==> src/rtl/gb_cpu_fetch_ctrl_if.sv <==
// Fetch-controller bus bundle: scheduler/decoder/bus inputs and the instruction-register side outputs.
// master drives the fetch inputs and observes the results; slave is the fetch controller itself.
interface gb_cpu_fetch_ctrl_if;
   logic [7:0] data_bus_i;
   logic       instr_done_i;
   logic       cb_prefix_i;
   logic       halt_req_i;
   logic       ime_i;
   logic [4:0] int_pending_i;
   logic [7:0] opcode_o;
   logic       cb_mode_o;
   logic       halted_o;
   logic       halt_bug_o;
   logic       int_dispatch_o;
   logic [2:0] dispatch_cycle_o;
   logic [7:0] int_vector_o;
   logic [4:0] int_ack_o;
   logic       ime_clear_o;

   modport master (
      output data_bus_i, instr_done_i, cb_prefix_i, halt_req_i, ime_i, int_pending_i,
      input  opcode_o, cb_mode_o, halted_o, halt_bug_o, int_dispatch_o,
             dispatch_cycle_o, int_vector_o, int_ack_o, ime_clear_o
   );

   modport slave (
      input  data_bus_i, instr_done_i, cb_prefix_i, halt_req_i, ime_i, int_pending_i,
      output opcode_o, cb_mode_o, halted_o, halt_bug_o, int_dispatch_o,
             dispatch_cycle_o, int_vector_o, int_ack_o, ime_clear_o
   );
endinterface

==> src/rtl/gb_cpu_fetch_ctrl.sv <==
// Instruction register, CB mode, HALT and interrupt-dispatch sequencing; one clk edge per M-cycle.
// All outputs come from registers: opcode is valid the cycle after the instr_done edge.
module gb_cpu_fetch_ctrl #(
   parameter int         DISPATCH_CYCLES = 5,
   parameter logic [7:0] RESET_OPCODE    = 8'h00
) (
   input logic            clk,
   input logic            reset,
   gb_cpu_fetch_ctrl_if.slave bus
);

   typedef enum logic [1:0] {RUN, HALTED, DISPATCH} state_t;

   localparam logic [2:0] LAST_CYCLE = 3'(DISPATCH_CYCLES - 1);

   state_t     state_q, state_nxt;
   logic [7:0] opcode_q, opcode_d;
   logic       cb_mode_q, cb_mode_d;
   logic       halted_q, halted_d;
   logic       halt_bug_q, halt_bug_d;
   logic       dispatch_q, dispatch_d;
   logic [2:0] cycle_q, cycle_d;
   logic [7:0] vector_q, vector_d;
   logic [2:0] idx_q, idx_d;
   logic       pend_any;
   logic [2:0] pick;

   assign pend_any = |bus.int_pending_i;

   // Lowest set bit wins: VBlank has the highest priority.
   always_comb begin
      pick = 3'd0;
      for (int i = 4; i >= 0; i--) begin
         if (bus.int_pending_i[i]) pick = 3'(i);
      end
   end

   always_ff @(posedge clk) begin
      if (reset) begin
         state_q    <= RUN;
         opcode_q   <= RESET_OPCODE;
         cb_mode_q  <= 1'b0;
         halted_q   <= 1'b0;
         halt_bug_q <= 1'b0;
         dispatch_q <= 1'b0;
         cycle_q    <= 3'd0;
         vector_q   <= 8'h00;
         idx_q      <= 3'd0;
      end else begin
         state_q    <= state_nxt;
         opcode_q   <= opcode_d;
         cb_mode_q  <= cb_mode_d;
         halted_q   <= halted_d;
         halt_bug_q <= halt_bug_d;
         dispatch_q <= dispatch_d;
         cycle_q    <= cycle_d;
         vector_q   <= vector_d;
         idx_q      <= idx_d;
      end
   end

   always_comb begin
      state_nxt = state_q;
      unique case (state_q)
         RUN: begin
            if (bus.instr_done_i) begin
               if (bus.halt_req_i) begin
                  if (!pend_any)      state_nxt = HALTED;
                  else if (bus.ime_i) state_nxt = DISPATCH;
               end else if (!bus.cb_prefix_i && bus.ime_i && pend_any) begin
                  state_nxt = DISPATCH;
               end
            end
         end
         HALTED: begin
            if (pend_any) state_nxt = bus.ime_i ? DISPATCH : RUN;
         end
         DISPATCH: begin
            if (cycle_q == LAST_CYCLE) state_nxt = RUN;
         end
         default: state_nxt = RUN;
      endcase
   end

   always_comb begin
      opcode_d   = opcode_q;
      cb_mode_d  = cb_mode_q;
      halted_d   = halted_q;
      halt_bug_d = 1'b0;
      dispatch_d = dispatch_q;
      cycle_d    = cycle_q;
      vector_d   = vector_q;
      idx_d      = idx_q;
      unique case (state_q)
         RUN: begin
            // Staying in RUN after a HALT request is the halt bug: fetch anyway, freeze PC once.
            if (bus.instr_done_i && state_nxt == RUN) begin
               opcode_d   = bus.data_bus_i;
               cb_mode_d  = bus.cb_prefix_i;
               halt_bug_d = bus.halt_req_i;
            end
            if (state_nxt == HALTED) halted_d = 1'b1;
         end
         HALTED: begin
            if (state_nxt != HALTED) halted_d = 1'b0;
            if (state_nxt == RUN) begin
               opcode_d  = RESET_OPCODE;
               cb_mode_d = 1'b0;
            end
         end
         DISPATCH: begin
            if (cycle_q == LAST_CYCLE) begin
               opcode_d   = bus.data_bus_i;
               cb_mode_d  = 1'b0;
               dispatch_d = 1'b0;
               cycle_d    = 3'd0;
            end else begin
               cycle_d = cycle_q + 3'd1;
            end
         end
         default: ;
      endcase
      if (state_nxt == DISPATCH && state_q != DISPATCH) begin
         idx_d      = pick;
         vector_d   = 8'h40 + {2'b00, pick, 3'b000};
         dispatch_d = 1'b1;
         cycle_d    = 3'd0;
         opcode_d   = RESET_OPCODE;
         cb_mode_d  = 1'b0;
      end
   end

   assign bus.opcode_o         = opcode_q;
   assign bus.cb_mode_o        = cb_mode_q;
   assign bus.halted_o         = halted_q;
   assign bus.halt_bug_o       = halt_bug_q;
   assign bus.int_dispatch_o   = dispatch_q;
   assign bus.dispatch_cycle_o = cycle_q;
   assign bus.int_vector_o     = vector_q;
   assign bus.ime_clear_o      = dispatch_q && (cycle_q == 3'd0);
   assign bus.int_ack_o        = (dispatch_q && cycle_q == 3'd3) ? (5'b00001 << idx_q) : 5'b00000;

endmodule

==> src/flat_wrapper.sv <==
// flat-port wrapper written by rule: the top's interface ports become plain ports
module gb_cpu_fetch_ctrl_flat 
#(
   parameter int         DISPATCH_CYCLES = 5,
   parameter logic [7:0] RESET_OPCODE    = 8'h00
)
  (clk, reset, bus_data_bus_i, bus_instr_done_i, bus_cb_prefix_i, bus_halt_req_i, bus_ime_i, bus_int_pending_i, bus_opcode_o, bus_cb_mode_o, bus_halted_o, bus_halt_bug_o, bus_int_dispatch_o, bus_dispatch_cycle_o, bus_int_vector_o, bus_int_ack_o, bus_ime_clear_o);
  gb_cpu_fetch_ctrl_if bus_i ();
  input logic clk;
  input logic reset;
  input wire logic [$bits(bus_i.data_bus_i)-1:0] bus_data_bus_i;
  input wire logic [$bits(bus_i.instr_done_i)-1:0] bus_instr_done_i;
  input wire logic [$bits(bus_i.cb_prefix_i)-1:0] bus_cb_prefix_i;
  input wire logic [$bits(bus_i.halt_req_i)-1:0] bus_halt_req_i;
  input wire logic [$bits(bus_i.ime_i)-1:0] bus_ime_i;
  input wire logic [$bits(bus_i.int_pending_i)-1:0] bus_int_pending_i;
  output wire logic [$bits(bus_i.opcode_o)-1:0] bus_opcode_o;
  output wire logic [$bits(bus_i.cb_mode_o)-1:0] bus_cb_mode_o;
  output wire logic [$bits(bus_i.halted_o)-1:0] bus_halted_o;
  output wire logic [$bits(bus_i.halt_bug_o)-1:0] bus_halt_bug_o;
  output wire logic [$bits(bus_i.int_dispatch_o)-1:0] bus_int_dispatch_o;
  output wire logic [$bits(bus_i.dispatch_cycle_o)-1:0] bus_dispatch_cycle_o;
  output wire logic [$bits(bus_i.int_vector_o)-1:0] bus_int_vector_o;
  output wire logic [$bits(bus_i.int_ack_o)-1:0] bus_int_ack_o;
  output wire logic [$bits(bus_i.ime_clear_o)-1:0] bus_ime_clear_o;
  assign bus_i.data_bus_i = bus_data_bus_i;
  assign bus_i.instr_done_i = bus_instr_done_i;
  assign bus_i.cb_prefix_i = bus_cb_prefix_i;
  assign bus_i.halt_req_i = bus_halt_req_i;
  assign bus_i.ime_i = bus_ime_i;
  assign bus_i.int_pending_i = bus_int_pending_i;
  assign bus_opcode_o = bus_i.opcode_o;
  assign bus_cb_mode_o = bus_i.cb_mode_o;
  assign bus_halted_o = bus_i.halted_o;
  assign bus_halt_bug_o = bus_i.halt_bug_o;
  assign bus_int_dispatch_o = bus_i.int_dispatch_o;
  assign bus_dispatch_cycle_o = bus_i.dispatch_cycle_o;
  assign bus_int_vector_o = bus_i.int_vector_o;
  assign bus_int_ack_o = bus_i.int_ack_o;
  assign bus_ime_clear_o = bus_i.ime_clear_o;
  gb_cpu_fetch_ctrl #(.DISPATCH_CYCLES(DISPATCH_CYCLES), .RESET_OPCODE(RESET_OPCODE)) u_core (.clk(clk), .reset(reset), .bus(bus_i));
endmodule
==> config.mk <==
export PLATFORM = sky130hd
export DESIGN_NAME = gb_cpu_fetch_ctrl_flat
export DESIGN_NICKNAME = d
export VERILOG_FILES = /design/src/rtl/gb_cpu_fetch_ctrl_if.sv /design/src/rtl/gb_cpu_fetch_ctrl.sv /design/src/flat_wrapper.sv
export SDC_FILE = /design/constraint.sdc
export NUM_CORES = 1
export LEC_CHECK = 0
export BUFFER_PORTS_ARGS = -buffer_cell sky130_fd_sc_hd__buf_2
export CAP_MARGIN = 20
export CORE_MARGIN = 3
export CORE_UTILIZATION = 48
export CTS_CLUSTER_DIAMETER = 150
export DETAILED_ROUTE_END_ITERATION = 16
export MAX_ROUTING_LAYER = met4
export PLACE_DENSITY = 0.78
export SETUP_SLACK_MARGIN = 0.02
export SYNTH_ARGS = -nofsm -noshare
export SYNTH_HDL_FRONTEND = slang
export SYNTH_SLANG_ARGS = --single-unit
==> constraint.sdc <==
create_clock -name clk -period 2.95 [get_ports clk]
set_clock_uncertainty 0.05 [all_clocks]
set_input_delay 0 -clock clk [delete_from_list [all_inputs] [get_ports clk]]
set_output_delay 0 -clock clk [all_outputs]
set_load 0.02 [all_outputs]
==> results of run 1 <==
[how the worst max path moves through the flow]
| stage | start | to | slack (ns) |
|---|---|---|---|
| floorplan | u_core.state_q[0] | u_core.idx_q[1] | 0.44 |
| global placement | u_core.state_q[0] | u_core.idx_q[1] | 0.38 |
| detailed placement | u_core.state_q[0] | u_core.idx_q[1] | 0.25 |
| CTS | u_core.state_q[0] | u_core.idx_q[1] | 0.23 |
| global route | u_core.state_q[0] | u_core.idx_q[1] | 0.05 |
| finish | u_core.state_q[0] | u_core.idx_q[1] | 0.21 |
[worst reg2reg max path, cell delays in order, from the launching register on]
cell                        delay [ns]
sky130_fd_sc_hd__dfxtp_1          0.44
sky130_fd_sc_hd__inv_1            0.09
sky130_fd_sc_hd__ha_1             0.32
sky130_fd_sc_hd__a21boi_1         0.24
sky130_fd_sc_hd__a2111oi_1        0.38
sky130_fd_sc_hd__nor3_1           0.16
sky130_fd_sc_hd__a2111o_1         0.46
sky130_fd_sc_hd__or4_1            0.41
sky130_fd_sc_hd__a21oi_1          0.14
[area by class of cell]
| class | count | share of cell area (%) |
|---|---|---|
| multi-input combinational | 109 | 45.57 |
| inverter | 9 | 2.082 |
| clock buffer | 4 | 1.619 |
| tap | 28 | 2.159 |
| sequential | 21 | 25.91 |
| timing repair buffer | 59 | 22.67 |
[through the flow]
stage	hold WS [ns]	worst slack (ns)	area, um2	cells	total power, mW
floorplan	0.1019	0.4379	1262	152	0.4579
global placement	0.2280	0.3805	1466	213	0.5086
detailed placement	0.2322	0.2546	1466	213	0.5165
CTS	0.008847	0.2321	1623	230	0.6637
global route	0.02833	0.04901	1623	230	0.6977
finish	0.01125	0.2139	1623	230	0.6598
[where the power goes]
part	total, mW	internal (mW)	leakage (nW)	switching [mW]
registers	0.316	0.304	0.171	0.0121
clock network	0.135	0.0527	0.0150	0.0820
logic	0.209	0.0870	0.570	0.122
total	0.660	0.444	0.756	0.216
[flip-flops by register name (all words and copies together), names as in the netlist]
signal and flops:
u_core.bus.halted_o 1, u_core.bus.opcode_o 8, u_core.state_q 2, u_core.bus.dispatch_cycle_o 3, u_core.bus.int_vector_o 2, u_core.bus.cb_mode_o 1
u_core.bus.int_dispatch_o 1, u_core.idx_q 2, u_core.bus.halt_bug_o 1
[cells in the final DEF, fill, tap and decap left out, drive strengths merged, types with 3 or more instances in the layout]
cell         Yosys  final
buf              8     46
inv              8      8
nand4            8      8
mux2i            9      9
and3             3      3
nor3             8      8
conb             1      4
nand3           10     10
nand2           10     10
dfxtp           21     21
dlygate4sd3      0     13
a311oi           3      3
a21oi            6      6
ha               7      7
clkbuf           5      4
nor2            10     10
[routing by layer]
| metal | track usage, % | share of wire [%] |
|---|---|---|
| met4 | 4.305 | 0.43 |
| met2 | 37.03 | 53 |
| met5 | - | 0 |
| met3 | 4.525 | 5.1 |
| met1 | 24.52 | 41 |
[cells by family after synthesis]
family | count (synthesis) | synth area share [%]
fa+ha+maj | 7 | 7.000
compound gates | 27 | 16.90
buf+inv | 22 | 8.199
simple gates | 62 | 26.80
other cells | 1 | 0.2997
flops | 21 | 33.60
mux | 9 | 7.200
==> flow_results.org, run 1 <==
** Outcome
- The run finished with clean final reports.

** Floorplanning
- Number of rows in the core area :: 17
- The die is approximately 57 um wide.
- The floorplan step defined a die boundary enclosing 3255 um2.
- Y dimension of the die :: 57.06 um
- Count of boundary I/O pins :: 48
- Core outline area :: 2340 um2
- Initial core utilization :: 53.48%

** Setup path
- Slowest cell on the critical path :: sky130_fd_sc_hd__a2111o_1
- Traced cell by cell, the critical path runs through inv_1, ha_1, a21boi_1, a2111oi_1, nor3_1, a2111o_1, or4_1, a21oi_1.
- In this run the critical register-to-register path is launched from u_core.state_q[0].
- Setup slack on the worst reg-to-reg path comes out at 0.21 ns.
- Worst setup EP type :: flop
- Critical path fanouts, max :: 8
- The endpoint identified for the worst register-to-register timing path is u_core.idx_q[1].
- The number of cells on the worst reg-to-reg path is 8.
- Arrival time reported for the critical path endpoint :: 2.93 ns
- Counting buffers and inverters, the worst setup path is 8 cells deep.
- Counting both buffers and inverters, the worst setup path holds a total of 1.
- For the worst setup path, the data required time is between 3 and 4 ns.
- Startpoint type of the worst setup path :: flop
- By startpoint and endpoint, the worst setup path is classified as flop to flop.
- Slowest stage delay, CP :: 0.46 ns
- Family with the most delay on the worst path :: compound AO/OA/AOI/OAI gates

** STA
- Setup violations remaining at the end of the flow were counted as 0.
- In the finished design, the share of the clock period the worst path needs comes to between 90 and 100%.
- Measured against its own limit, the worst slew margin works out to 60.12%.
- The number of endpoints with negative hold slack in the final report is 0.
- In the final timing run, aggregate negative setup slack is 0 ns.
- Static timing analysis puts the maximum clock frequency at around 370 MHz.
- The max-slew violation count came to 0.
- Actual transition at the worst max-transition pin :: 0.5975 ns
- Setup repair after global routing left no endpoint under its margin.
- Period minus WS final :: 2.736 ns

** Placement
- Routability-driven placement finished with a final weighted congestion of 0.8972.
- Hpwl dp :: 2.436 mm
- Buffers placed on the I/O ports in this run total between 40 and 50.

** Power and ir drop
- The analysis attributes to cell leakage a power of 0.7558 nW.
- Maximum VDD drop :: 0.0003620 V
- Pwr/cell area :: 406.6 nW/um2

** Final layout
- The area growth from synthesis to layout is 29.70%.
- Cells fill 69.36% of the core in the end.
- Antenna diode instance count :: 0
- Share of post-route cells with drive strength above 1 :: 25.74%
- Final nets :: 229
- The filler cells instantiated in the layout total 195.
- Footprint of the flip-flops and latches :: 420.4 um2
- Multi-input gate area in the final layout :: 739.5 um2

** Synthesis
- Synth unique cells :: 44
- Warnings, synthesis :: 0
- After synthesis, the mean cell area works out to 8.397 um2.
- After synthesis, the cell types taking the most area are sky130_fd_sc_hd__dfxtp_1 34%, sky130_fd_sc_hd__mux2i_1 7.2%, sky130_fd_sc_hd__ha_1 7.0%.
- Gate Count Post-Synth :: 149
- Ys async rst share :: 0%
- Among all cell types in the netlist, the one instantiated most often is sky130_fd_sc_hd__dfxtp_1.
- Primary FF master, synth :: sky130_fd_sc_hd__dfxtp_1
- The top cell type by area accounts for roughly a third of the synthesized area.
- Sequential cell area fraction in the yosys report :: 33.60%
- Number of enable-type register cells in the synthesized netlist :: 0
- Commonest cells post-synth :: 21 x sky130_fd_sc_hd__dfxtp_1, 10 x sky130_fd_sc_hd__nand2_1, 10 x sky130_fd_sc_hd__nand3_1, 10 x sky130_fd_sc_hd__nor2_1, 9 x sky130_fd_sc_hd__mux2i_1
- Of all cell types, the one taking the most synthesized area is sky130_fd_sc_hd__dfxtp_1.
- The cell area that synthesis handed to floorplanning was 1251 um2.
- #FFs+latches synth :: 21

** Detailed routing
- Routed length per placed instance :: 14.14 um
- DR vias :: 1,306
- Count of nets left with antenna violations after detail routing :: 0
- Using the TritonRoute via totals, the vias-per-cell ratio works out to about 5.7.
- Length of the first detailed-routing pass in iterations :: 4
- In the routed design, unresolved DRC markers number 0.
- After detailed routing, the total wire length is 3.253 mm.
- Violation count after the first detailed-route iteration :: 37

** Worst hold path
- Hold-critical path depth :: 4
- Endpoint with the worst hold slack :: u_core.bus.int_vector_o[5]
- Launch point of the worst hold path :: bus_int_pending_i[3]
- In this run the worst hold path is classified as input pin to flop.

** Global route
- Number of antenna violations at the first check in global routing :: 0
- The via count of the first global-routing pass is 1,198.
- Maximum number of pins on one net before global-route repair :: 23
- The total overflow left after global routing is 0.
- Total global routing track utilization :: 21.03%
- The first global-routing pass estimated 5.437 mm of wire.

** Clock tree
- TritonCTS built the clock tree.
- Clock tree synthesis found a total of 21 sinks.
- In this run the number of H-tree levels came out at 1.
- Number of clock buffers inserted by TritonCTS :: 3
- Clock latency on the worst-skew pair, taken at its later pin, is 0.30 ns.
- No sink is reached through more buffers than the 2 on the longest clock path.
- Number of hold buffers added after cts :: 13
- Once the clock tree was built, the setup fixing pass inserted 0 buffers.
- Clk slew on worst S/H paths :: 0.11 ns
- Root buffer selected by CTS :: sky130_fd_sc_hd__clkbuf_4
- Gates resized during post-CTS repair numbered 0.

** Flow run
- Maxcap violations :: 0
Note: power is estimated with default switching activity, not from simulation.
==> run 2, diff against run 1 <==
RECOVER_POWER = 100   (was default)
==> flow_results.org, run 2 (synthesis gave the netlist of run 1 again) <==
** Outcome
- Result of the run :: finished clean

** STA
- Tightest slew margin relative to the limit :: between 50 and 60%
- Total negative setup slack :: 0 ns
- Of the available clock period, the critical path in the final layout requires 92.93%.
- Static timing analysis puts the maximum clock frequency at 364.8 MHz.
- The smallest clock period supported by the final layout is computed as 2.741 ns.
- Setup violation total in the final timing report :: 0
- Actual transition at the worst max-transition pin :: between 0.6 and 0.7 ns
- The number of endpoints with negative hold slack in the final report is 0.
- RSZ-0062 raised after global routing :: no
- Final max-slew violation count :: 0

** Clock tree
- TritonCTS built the clock tree.
- Post-CTS repair changed the size of 0 cells.
- Number of clock buffers inserted by TritonCTS :: 3
- Post-CTS timing repair inserted 0 buffers for setup.
- Clock Latency Late Sink :: roughly 0.3 ns
- Clk slew on worst S/H paths :: approximately 0.11 ns
- The tree built by TritonCTS fans out to 21 sinks.
- Clock tree synthesis selected as its root buffer the cell sky130_fd_sc_hd__clkbuf_4.
- After clock tree synthesis, the flow added hold-fix buffers numbering 13.
- Maximum count of clock buffers along a single path :: 2
- Depth of the CTS H-tree :: 1

** Placement
- Routability-driven placement finished with a final weighted congestion of 0.8972.
- Total of buffers placed on input and output ports :: 43
- Once detailed placement completed, the half-perimeter wirelength came to 2.436 mm.

** Floorplanning
- Core outline area :: 2340 um2
- Area of the die :: 3255 um2
- 48 I/O pins were placed.
- The die is 57.06 um wide.
- Number of rows in the core area :: 17
- The die is 57.06 um tall.
- Once the floorplan was initialized, standard cells occupied 53.48% of the core.

** Detailed routing
- After detailed routing, the number of vias per cell comes to 5.643.
- The count of nets left with antenna violations once routing finished came out at 0.
- # DRC :: 0
- After detailed routing, the total wire length is ~3.3 mm.
- The detailed router finished its first iteration with 30 violations.
- Before antenna repair, the detailed router went through 4 iterations.
- Routed length per placed instance :: 14.31 um
- DR vias :: 1,298

** Setup path
- STA classifies the critical path endpoint as a flop.
- STA puts the critical path data required time at 3.14 ns.
- The critical path is of the flop to flop type.
- The critical path goes through inv_1, ha_1, a21boi_1, a2111oi_1, nor3_1, a2111o_1, or4_1, a21oi_1.
- Critical path fanouts, max :: 8
- Slowest stage delay, CP :: 0.46 ns
- Slowest cell on the critical path :: sky130_fd_sc_hd__a2111o_1
- STA classifies the critical path startpoint as a flop.
- Arrival time reported for the critical path endpoint :: 2.93 ns

** Final layout
- Commonest non-fill, non-tap cell in the layout :: sky130_fd_sc_hd__clkbuf_1
- For this run, the post-layout net count is 229.
- The register with the most flip-flops in the layout has 8 of them.
- Compared with the post-synthesis result, the final layout area differs by 27.00%.
- The number of antenna diodes in the final layout is 0.
- The top cell types in the final layout, fill and taps aside, are 26 x sky130_fd_sc_hd__clkbuf_1, 21 x sky130_fd_sc_hd__dfxtp_1, 18 x sky130_fd_sc_hd__buf_2, 13 x sky130_fd_sc_hd__dlygate4sd3_1.
- Share of post-route cells with drive strength above 1 :: 13.37%

** Power and ir drop
- Summed over all cells, the static leakage comes to 0.6503 nW.
- Pwr/cell area :: 412.4 nW/um2
- Power comes to 0.6554 mW.
- VDD sags by at most 0.0003661 V.

** Global route
- The via count of the first global-routing pass was 1,198.
- For this run the aggregate overflow at the end of global routing stands at 0.
- Wire length of the first global-routing pass :: 5.437 mm
- For met2 alone, demand over resource in global routing was 37.03%.
- The number of antenna violations at the first check in global routing was 0.
- In the global route stage, met1 resource usage came out at between 20% and 30%.
- Grt met3 use :: 4.525%
- Maximum number of pins on one net before global-route repair :: 23
- The layer flagged by global routing as most heavily used is met2.
- Total global routing track utilization :: 21.03%

** Flow run
- The tool flagged a number of max-cap violations equal to 0.

** Worst hold path
- Hold crit path type :: input pin to flop
-- run 2: cell types whose count changed in the layout (fill, tap and decap cells not counted) --
cell and delta:
sky130_fd_sc_hd__buf_2 -25, sky130_fd_sc_hd__buf_4 -1, sky130_fd_sc_hd__clkbuf_1 +25, sky130_fd_sc_hd__clkbuf_2 +1
-- run 2: layer usage --
layer | wire (um) | vias up
met1 | 1321 | 600
met2 | 1742 | 51
met5 | 0 | -
met3 | 205 | 4
li1 | - | 643
met4 | 21 | 0
-- run 2: worst paths after layout --
path,end,cells after the start,start,slack (ns)
worst min register to register,u_core.idx_q[0],2,u_core.idx_q[0],0.43
worst min-delay path,u_core.bus.int_vector_o[5],4,bus_int_pending_i[3],0.01
worst max-delay path,u_core.idx_q[1],8,u_core.state_q[0],0.21
worst max register to register,u_core.idx_q[1],8,u_core.state_q[0],0.21
-- run 2: power breakdown --
| part | internal [mW] | leakage [nW] | total (mW) | switching (mW) |
|---|---|---|---|---|
| combinational | 0.0802 | 0.464 | 0.203 | 0.122 |
| sequential | 0.304 | 0.171 | 0.317 | 0.0128 |
| clock | 0.0527 | 0.0150 | 0.136 | 0.0833 |
-- run 2: critical path, delay by kind of cell (launching register included) --
| kind | cells | cell delay, ns |
|---|---|---|
| adders and majority gates | 1 | 0.32 |
| AOI/OAI and AO/OA | 4 | 1.22 |
| DFF | 1 | 0.44 |
| and+or+nand+nor | 2 | 0.57 |
| buffers and inverters | 1 | 0.09 |
-- run 2: cell type report --
| type | instances | area, um2 |
|---|---|---|
| inverter | 9 | 33.78 |
| multi-input combinational | 109 | 739.5 |
| sequential | 21 | 420.4 |
| clock buffer | 4 | 26.28 |
| tap | 28 | 35.03 |
| timing repair buffer | 59 | 334.1 |
| fill | 214 | 750.7 |
-- run 2: metrics by stage --
step	instance area [um2]	util, %	cells	hold WS (ns)	setup WS (ns)
after floorplan	1262	-	152	0.1019	0.4379
after global placement	1466	62.67	213	0.2280	0.3805
after detailed placement	1466	62.67	213	0.2322	0.2546
after CTS	1623	69.36	230	0.008847	0.2321
after global routing	1589	67.91	230	0.02833	0.04845
final	1589	67.91	230	0.01260	0.2087
==> run 3, diff against run 2 <==
CAP_MARGIN = 30   (was 20)
RECOVER_POWER = default   (was 100)
clock period = 2.9 ns   (was 2.95 ns; I/O delays follow)
==> flow_results.org, run 3 (synthesis gave the netlist of run 1 again) <==
** Outcome
- Result of the run :: finished clean

** Detailed routing
- Count of nets left with antenna violations after detail routing :: 0
- Violation count after the first detailed-route iteration :: 70
- Dividing the detail-routed via count by the number of cells gives 5.677.
- For this block, the routed nets add up to 3.140 mm of wire.
- The first detailed-routing pass ran for 4 iterations.
- Dividing the detail-routed wire length by the instance count gives 13.53 um.
- After detailed routing, the number of remaining DRC violations is 0.
- DR vias :: 1,317

** Final layout
- Largest register FFs :: 8
- For this run, the number of standard cells in the final layout without fillers is approximately 230.
- Signed area change from the synthesized netlist to the final layout :: 31.70%
- Antenna diode instance count :: 0
- Commonest non-fill, non-tap cell in the layout :: sky130_fd_sc_hd__buf_2
- At the end of the flow, the number of nets in the layout was roughly 230.
- In the final layout, the share of cells above drive strength 1 is 26.47%.
- Most frequent cells in the layout :: 43 x sky130_fd_sc_hd__buf_2, 21 x sky130_fd_sc_hd__dfxtp_1, 15 x sky130_fd_sc_hd__dlygate4sd3_1
- Post-route design area :: 1648 um2
- Post-route core utilization :: 70.43%

** Clock tree
- TritonCTS clock tree :: built
- No sink is reached through more buffers than the 2 on the longest clock path.
- Clk slew on worst S/H paths :: 0.12 ns
- Clock sink count :: 21
- Clock Latency Late Sink :: 0.32 ns
- The tree is rooted in a sky130_fd_sc_hd__clkbuf_4.
- CTS built an H-tree with a depth of 1.
- Number of clock buffers inserted by TritonCTS :: 3

** Placement
- Once detailed placement completed, the half-perimeter wirelength came to 2.242 mm.
- Total of buffers placed on input and output ports :: between 40 and 50
- Timing analysis after detailed placement gives a worst setup slack of 0.2266 ns.
- Post-DP Area :: 1466 um2
- Placer's final routability congestion estimate :: 0.8523
- Cell Count Post-Placement :: 213

** Flow run
- Maxcap violations :: 0

** STA
- Period Utilization, post-route :: a little over 90%
- Final max-slew violation count :: 0
- Derived from the worst setup path, the maximum achievable clock frequency is 369.4 MHz.
- Setup total negative slack on the finished layout was measured at 0 ns.
- Least setup slack across all paths after layout :: 0.1928 ns
- The smallest clock period supported by the final layout is computed as ~2.7 ns.
- Final Hold Slack :: 0.05355 ns
- Number of failing hold endpoints at the final stage :: 0
- Setup violation total in the final timing report :: 0
- RSZ-0062 raised after global routing :: no
- Headroom to the max-slew limit came out at approximately three fifths.
- Actual transition at the worst max-transition pin :: 0.5778 ns

** Worst hold path
- The path class of the tightest hold or removal check is input pin to flop.

** Floorplanning
- Number of rows in the core area :: 17
- Area of the die :: 3255 um2
- The initial utilization of the core area, before any placement, comes to 53.48%.
- Y dimension of the die :: 57.06 um
- Core outline area :: between 2000 and 2500 um2
- In this run the count of I/O pins placed on the die edge is 48.
- Die Span X :: 57.06 um

** Global route
- Maximum number of pins on one net before global-route repair :: 23
- For this run, global-route usage on met3 was measured as 3.394%.
- For met1 alone, demand over resource in global routing was 24.45%.
- Wire length of the first global-routing pass :: 5.126 mm
- Overall overflow remaining after global route :: 0
- Via count of the first global-routing pass :: approximately 1,100
- Layer with the highest usage after global routing :: met2
- Global routing consumed, on the met2 layer, 33.44% of the routing resources.
- Number of antenna violations at the first check in global routing :: 0
- Total global routing track utilization :: 20.24%

** Power and ir drop
- Final Power :: 0.6793 mW
- IR analysis of the VDD net gives a maximum drop of 0.0002601 V.
- Pwr/cell area :: between 400 and 500 nW/um2
- The analysis attributes to cell leakage a power of 0.7698 nW.

** Setup path
- Worst setup path end :: u_core.idx_q[1]
- Worst Reg-to-Reg Cells :: 8
- Launch point of the worst path :: u_core.state_q[0]
- Along the worst path, the maximum fanout reaches 8.
- Flop2flop setup slack :: 0.19 ns
- Walking the worst path, the cells encountered are inv_1, ha_1, a21boi_2, a2111oi_1, nor3_1, a2111o_1, or4_1, a21oi_1.
- Crit Path Category :: flop to flop
- Slowest stage delay, CP :: ~0.46 ns
- The worst setup path is launched from a flop.
- Slowest cell on the critical path :: sky130_fd_sc_hd__a2111o_1
- Worst r2r dst :: u_core.idx_q[1]
- For the worst setup path, the data arrival time is 2.92 ns.
- The worst register-to-register path begins at u_core.state_q[0].
- Required @ worst endpoint :: between 3 and 4 ns
- Worst setup EP type :: flop
## run 3: changes by cell type in the layout (fill, tap and decap cells not counted), sizes merged
cell,previous run,this run
buf,20,46
clkbuf,30,3
clkinv,1,2
dlygate4sd3,13,15
## run 3: repair_timing
| action | 4_1_cts | 5_1_grt |
|---|---|---|
| endpoints found under the hold margin | 18 | 0 |
| buffers inserted | 0 | 0 |
| gates resized for setup | 0 | 1 |
| hold buffers | 15 | 0 |
| endpoints found under the setup margin | 0 | 3 |
## run 3: per-layer routing
| metal | up-vias | wire length (um) |
|---|---|---|
| li1 | 652 | - |
| met1 | 606 | 1336 |
| met2 | 51 | 1545 |
| met3 | 8 | 190 |
| met4 | 0 | 68 |
| met5 | - | 0 |
## run 3: worst max-delay path: cells and delay by family (launching register included)
family / cells / cell delay [ns]
buffers and inverters: 1 / 0.10
DFF: 1 / 0.44
adders and majority gates: 1 / 0.30
AOI/OAI and AO/OA: 4 / 1.22
and+or+nand+nor: 2 / 0.55
## run 3: report_power, final
part | switching (mW) | internal [mW] | total [mW]
logic | 0.122 | 0.0902 | 0.213
clock network | 0.0935 | 0.0517 | 0.145
registers | 0.0124 | 0.309 | 0.322
total | 0.228 | 0.451 | 0.679
## run 3: worst min path at each step
stage	start	end	slack [ns]	cells after the start
3_3_place_gp	bus_data_bus_i[5]	u_core.bus.opcode_o[5]	0.23	3
2_1_floorplan	bus_int_pending_i[4]	u_core.bus.int_vector_o[5]	0.10	2
4_1_cts	bus_int_pending_i[2]	u_core.idx_q[1]	0.04	4
6_report	bus_int_pending_i[2]	u_core.idx_q[1]	0.05	4
5_1_grt	bus_int_pending_i[2]	u_core.idx_q[1]	0.08	4
3_5_place_dp	bus_int_pending_i[4]	u_core.bus.int_vector_o[5]	0.23	3
## run 3: final cells by class
| class | instances | area [um2] |
|---|---|---|
| multi-input combinational | 109 | 743.2 |
| fill | 186 | 691.9 |
| sequential | 21 | 420.4 |
| timing repair buffer | 61 | 387.9 |
| tap | 28 | 35.03 |
| inverter | 9 | 33.78 |
| clock buffer | 3 | 22.52 |
| clock inverter | 1 | 5.005 |
